==> config.mk <==
export PLATFORM = sky130hd
export DESIGN_NAME = cntry_car_sensor
export DESIGN_NICKNAME = d
export VERILOG_FILES = /design/src/rtl/cntry_car_sensor.sv
export SDC_FILE = /design/constraint.sdc
export NUM_CORES = 1
export LEC_CHECK = 0
export CAP_MARGIN = 20
export CORE_ASPECT_RATIO = 1.5
export CORE_MARGIN = 5
export CORE_UTILIZATION = 36
export CTS_BUF_LIST = sky130_fd_sc_hd__clkbuf_4 sky130_fd_sc_hd__clkbuf_8
export DETAILED_ROUTE_END_ITERATION = 16
export GPL_ROUTABILITY_DRIVEN = 0
export GPL_TIMING_DRIVEN = 0
export HOLD_SLACK_MARGIN = 0.12
export PLACE_DENSITY = 0.68
export SLEW_MARGIN = 30
export SYNTH_ARGS = -nofsm -noshare
export SYNTH_HDL_FRONTEND = slang
export SYNTH_SLANG_ARGS = --single-unit
==> constraint.sdc <==
create_clock -name clock -period 2.4 [get_ports clock]
set_input_delay 0.24 -clock clock [delete_from_list [all_inputs] [get_ports clock]]
set_output_delay 0.24 -clock clock [all_outputs]
set_load 0.005 [all_outputs]
==> src/rtl/cntry_car_sensor.sv <==
// cntry_car_sensor: country-road vehicle loop sensor.
// A two-flop synchronizer and a debouncer turn the raw loop detector into a
// clean presence signal (det). Rising edges of det queue a car, falling edges
// while the country road is GREEN release one. A small FSM (IDLE/REQ/SERVE)
// drives the registered request X to the signal controller.
// Optional gap-out (macro CNTRY_GAPOUT_EN): while serving, GAP_CYCLES
// consecutive empty-loop cycles clear the queue and pulse gapout.
module cntry_car_sensor #(
   parameter int unsigned DEB_CYCLES = 3,
   parameter int unsigned GAP_CYCLES = 8,
   parameter int unsigned CNT_W      = 4
) (
   input  logic             clock,
   input  logic             clear,
   input  logic             loop_raw,
   input  logic [1:0]       cntry,
   output logic             X,
   output logic [CNT_W-1:0] car_count,
   output logic             overflow,
   output logic             gapout
);

   typedef enum logic [1:0] {
      IDLE  = 2'd0,
      REQ   = 2'd1,
      SERVE = 2'd2
   } state_t;

   localparam logic [1:0]       CNTRY_GREEN = 2'b10;
   localparam logic [3:0]       DEB_LAST    = 4'(DEB_CYCLES - 1);
   localparam logic [CNT_W-1:0] CNT_MAX     = '1;
   localparam logic [CNT_W-1:0] CNT_ONE     = CNT_W'(1);

   // Parameter range guards, evaluated at elaboration.
   if (DEB_CYCLES < 1 || DEB_CYCLES > 15) begin : g_bad_deb
      $error("cntry_car_sensor: DEB_CYCLES must be 1..15");
   end
   if (GAP_CYCLES < 1 || GAP_CYCLES > 255) begin : g_bad_gap
      $error("cntry_car_sensor: GAP_CYCLES must be 1..255");
   end
   if (CNT_W < 1) begin : g_bad_cnt_w
      $error("cntry_car_sensor: CNT_W must be at least 1");
   end

   logic             sync_1;
   logic             sync_2;
   logic [3:0]       deb_cnt;
   logic             det;
   logic             det_d;
   state_t           state;
   state_t           state_nxt;
   logic [CNT_W-1:0] count_nxt;
   logic             ovf_nxt;
   logic             green;
   logic             arrival;
   logic             departure;
   logic             gap_hit;

   // Code 2'b11 is not GREEN, so it behaves like RED everywhere below.
   assign green     = (cntry == CNTRY_GREEN);
   assign arrival   = det & ~det_d;
   assign departure = ~det & det_d & green;

   // Two-flop synchronizer for the asynchronous loop detector.
   always_ff @(posedge clock or negedge clear) begin
      if (!clear) begin
         sync_1 <= 1'b0;
         sync_2 <= 1'b0;
      end else begin
         sync_1 <= loop_raw;
         sync_2 <= sync_1;
      end
   end

   // Debouncer: det follows sync_2 only after DEB_CYCLES consecutive
   // disagreeing samples; any agreeing sample restarts the count.
   always_ff @(posedge clock or negedge clear) begin
      if (!clear) begin
         deb_cnt <= '0;
         det     <= 1'b0;
         det_d   <= 1'b0;
      end else begin
         det_d <= det;
         if (sync_2 == det) begin
            deb_cnt <= '0;
         end else if (deb_cnt == DEB_LAST) begin
            det     <= sync_2;
            deb_cnt <= '0;
         end else begin
            deb_cnt <= deb_cnt + 4'd1;
         end
      end
   end

`ifdef CNTRY_GAPOUT_EN
   localparam logic [7:0] GAP_LAST = 8'(GAP_CYCLES - 1);

   logic [7:0] gap_cnt;
   logic [7:0] gap_nxt;

   // Gap counter: runs only while serving with an empty loop on GREEN.
   always_comb begin
      gap_nxt = '0;
      gap_hit = 1'b0;
      if ((state == SERVE) && green && !det) begin
         if (gap_cnt == GAP_LAST) begin
            gap_hit = 1'b1;
         end else begin
            gap_nxt = gap_cnt + 8'd1;
         end
      end
   end

   // Gap counter and registered one-cycle gap-out pulse.
   always_ff @(posedge clock or negedge clear) begin
      if (!clear) begin
         gap_cnt <= '0;
         gapout  <= 1'b0;
      end else begin
         gap_cnt <= gap_nxt;
         gapout  <= gap_hit;
      end
   end
`else
   assign gap_hit = 1'b0;
   assign gapout  = 1'b0;
`endif

   // Queue arithmetic and FSM next state; state follows the next-cycle count
   // so X rises/falls on the same edge the count leaves/reaches zero.
   always_comb begin
      count_nxt = car_count;
      ovf_nxt   = overflow;
      state_nxt = IDLE;
      if (arrival) begin
         if (car_count == CNT_MAX) begin
            ovf_nxt = 1'b1;
         end else begin
            count_nxt = car_count + CNT_ONE;
         end
      end else if (departure && (car_count != '0)) begin
         count_nxt = car_count - CNT_ONE;
      end
      if (gap_hit) begin
         count_nxt = '0;
      end
      if (count_nxt == '0) begin
         state_nxt = IDLE;
      end else if (green) begin
         state_nxt = SERVE;
      end else begin
         state_nxt = REQ;
      end
   end

   // FSM state register and the registered request output.
   always_ff @(posedge clock or negedge clear) begin
      if (!clear) begin
         state <= IDLE;
         X     <= 1'b0;
      end else begin
         state <= state_nxt;
         X     <= (state_nxt != IDLE);
      end
   end

   // Car counter and sticky overflow flag.
   always_ff @(posedge clock or negedge clear) begin
      if (!clear) begin
         car_count <= '0;
         overflow  <= 1'b0;
      end else begin
         car_count <= count_nxt;
         overflow  <= ovf_nxt;
      end
   end

endmodule

==> metrics <==
status finished, final reports clean; Yosys cell types 28; Setup TNS 0 ns; internal reg-to-reg setup slack 0.76 ns; count of final setup violators 0; layout cells sized above 1 12.20%; DR iter-0 viols 6; main area contributors after synthesis dfrtp_1 (48%), ha_1 (6.8%), nand3_1 (4.1%); Clk Latency, worst-skew pair 0.28 ns; VDD IR max 0.4734 mV; Top Ports 12; count of input and output buffers 10; P&R area growth vs syn 22.39%; Hold Fails Final Rpt 0; worst-path maximum fanout 5; first-pass GRT wire length 2.297 mm; Bufs and invs on worst path 1; Non-Filler Instances 104; count leader, synth dfrtp_1; share of Yosys cell area claimed by the top area cell type 47.86%; Crit. Startpoint car_count[0]; fmax 0.6101 GHz; CTS tree done; diodes inserted 0; R2R Path End X; clock period minus worst slack 1.639 ns; Synth warnings 0; CTS buffer count 3; Post-synth EDFFs 0; Post-CTS Hold Buffers 0; worst r2r src car_count[0]; Max-slew headroom 60.04%; Die Y 65.23 um; Post CTS Setup Buffer Count 0; R2R depth 6; number of global-route vias before repair 579; placed insts 100; vias 570; Post-Syn Instances 68; Power Dens Cells 1178 nW/um2; critical path's top delay family flip-flops; Critical-path top delay cell dfrtp_1; mean post-synth cell area 10.76 um2; Max Cap Violations 0; WP data arrival 1.78 ns; CP max stage delay 0.43 ns; cells along the critical path inv_1 -> ha_1 -> nand2b_1 -> o21ai_1 -> and4_4 -> o2111ai_2; Yosys reg bits 14; Initial DRT Pass Iterations 3; RSZ-0062 raised after global routing no; Post-CTS Resized 0; CP Launch Type flip-flop; mapped cell area 732.0 um2; HP Class primary input to async pin; Layout Skew 0.005105 ns; detailed-placement wirelength estimate 1.043 mm; initial antenna violation count 0; asr flop ratio synth 100.0%; CTS clk-pin slew, worst paths 0.08 ns; cell row count 20; Die ar. 3054 um2; remaining antenna violation count 0; final wirelength 1.319 mm; Tcrit/Tclk final 68.30%; number of remaining DRC errors 0; GR Overflow Total 0; Sink Count 14; sequential fraction of the synthesis area 47.86%; Die Wd 46.82 um; leakage power 0.4022 nW; Total GRT Usage 10.26%; Initial Util 37.03%; Syn Nets 77; DR WL/cell 12.68 um; Post-synth top cells dfrtp_1 (14), nand2_1 (7), nand3_1 (6), nor2_1 (6); largest net degree at the start of global routing 15; CP required 2.54 ns; Final nets 92; drt via density 5.481; core box area 1977 um2; worst-margin pin slew 0.5976 ns; post-synth top area cell dfrtp_1; clock tree buffer depth 2; Worst setup EP type flip-flop; Max Slew Vio Count 0; root buf cell clkbuf_4; htree depth 1; CP Class flip-flop to flip-flop; Synth Flop Type dfrtp_1
[state kept, by name, indices dropped and copies added (netlist names)]
register	flops
X	1
det	1
car_count	4
sync_2	1
sync_1	1
overflow	1
det_d	1
deb_cnt	4
[worst max-delay path by stage]
stage,to,slack [ns],cells after the start
floorplan,X,0.95,6
global placement,X,0.63,5
detailed placement,X,0.59,5
CTS,X,0.76,6
global route,X,0.67,6
finish,X,0.76,6
[final cells by class]
| type | count | area [um2] |
|---|---|---|
| Fill cell | 190 | 1081 |
| Tap cell | 22 | 27.53 |
| Sequential cell | 14 | 350.3 |
| Timing Repair Buffer | 10 | 100.1 |
| Clock buffer | 4 | 36.28 |
| Inverter | 4 | 15.01 |
| Buffer | 1 | 7.507 |
| Multi-Input combinational cell | 49 | 359.1 |
[where the power goes]
part / switching, W / internal (W) / total [W]
Sequential: 0.0000981 / 0.000313 / 0.000411
Combinational: 0.000227 / 0.000250 / 0.000476
Clock: 0.0000750 / 0.0000923 / 0.000167
[stage by stage]
step	setup slack (ns)	total power [W]	utilization [%]	hold WS [ns]	cell area, um2
global placement	0.6317	0.0008770	43.48	0.3364	859.6
finish	0.7608	0.001055	45.32	0.3315	895.9
global route	0.6673	0.001148	45.32	0.3743	895.9
CTS	0.7601	0.001067	45.32	0.3490	895.9
detailed placement	0.5899	0.0008968	43.48	0.3403	859.6
floorplan	0.9541	0.0007247	-	-0.05559	732.0
[layout by cell type (no fill, tap or decap), types with 2 or more instances in the layout]
cell type	instances
clkbuf_4	3
clkdlybuf4s50_1	10
dfrtp_1	14
ha_1	4
inv_1	4
nand2_1	7
nand3_1	6
nor2_1	6
nor3_1	2
o211ai_1	3
xnor2_1	2
xor2_1	2
[metal layers]
| layer | part of all wire (%) | vias to the layer above | track usage, % | routed length [um] |
|---|---|---|---|---|
| li1 | - | 264 | - | - |
| met1 | 37 | 283 | 10.43 | 492 |
| met2 | 53 | 18 | 16.67 | 701 |
| met3 | 5.7 | 5 | 2.740 | 75 |
| met4 | 3.7 | 0 | 7.958 | 49 |
| met5 | 0 | - | 0 | 0 |
[cells by family (layout without fill, tap and decap cells)]
kind of cell / Yosys count / count (layout) / share of synthesized area, %
XOR/XNOR: 4 / 4 / 4.787
multiplexers: 1 / 1 / 1.538
adder cells (fa/ha/maj): 4 / 4 / 6.838
other: 1 / 1 / 0.5123
flip-flops: 14 / 14 / 47.86
buffers and inverters: 5 / 19 / 3.077
AND/OR/NAND/NOR: 27 / 27 / 21.20
AO/OA/AOI/OAI: 12 / 12 / 14.19
Note: power is estimated with default switching activity, not from simulation.
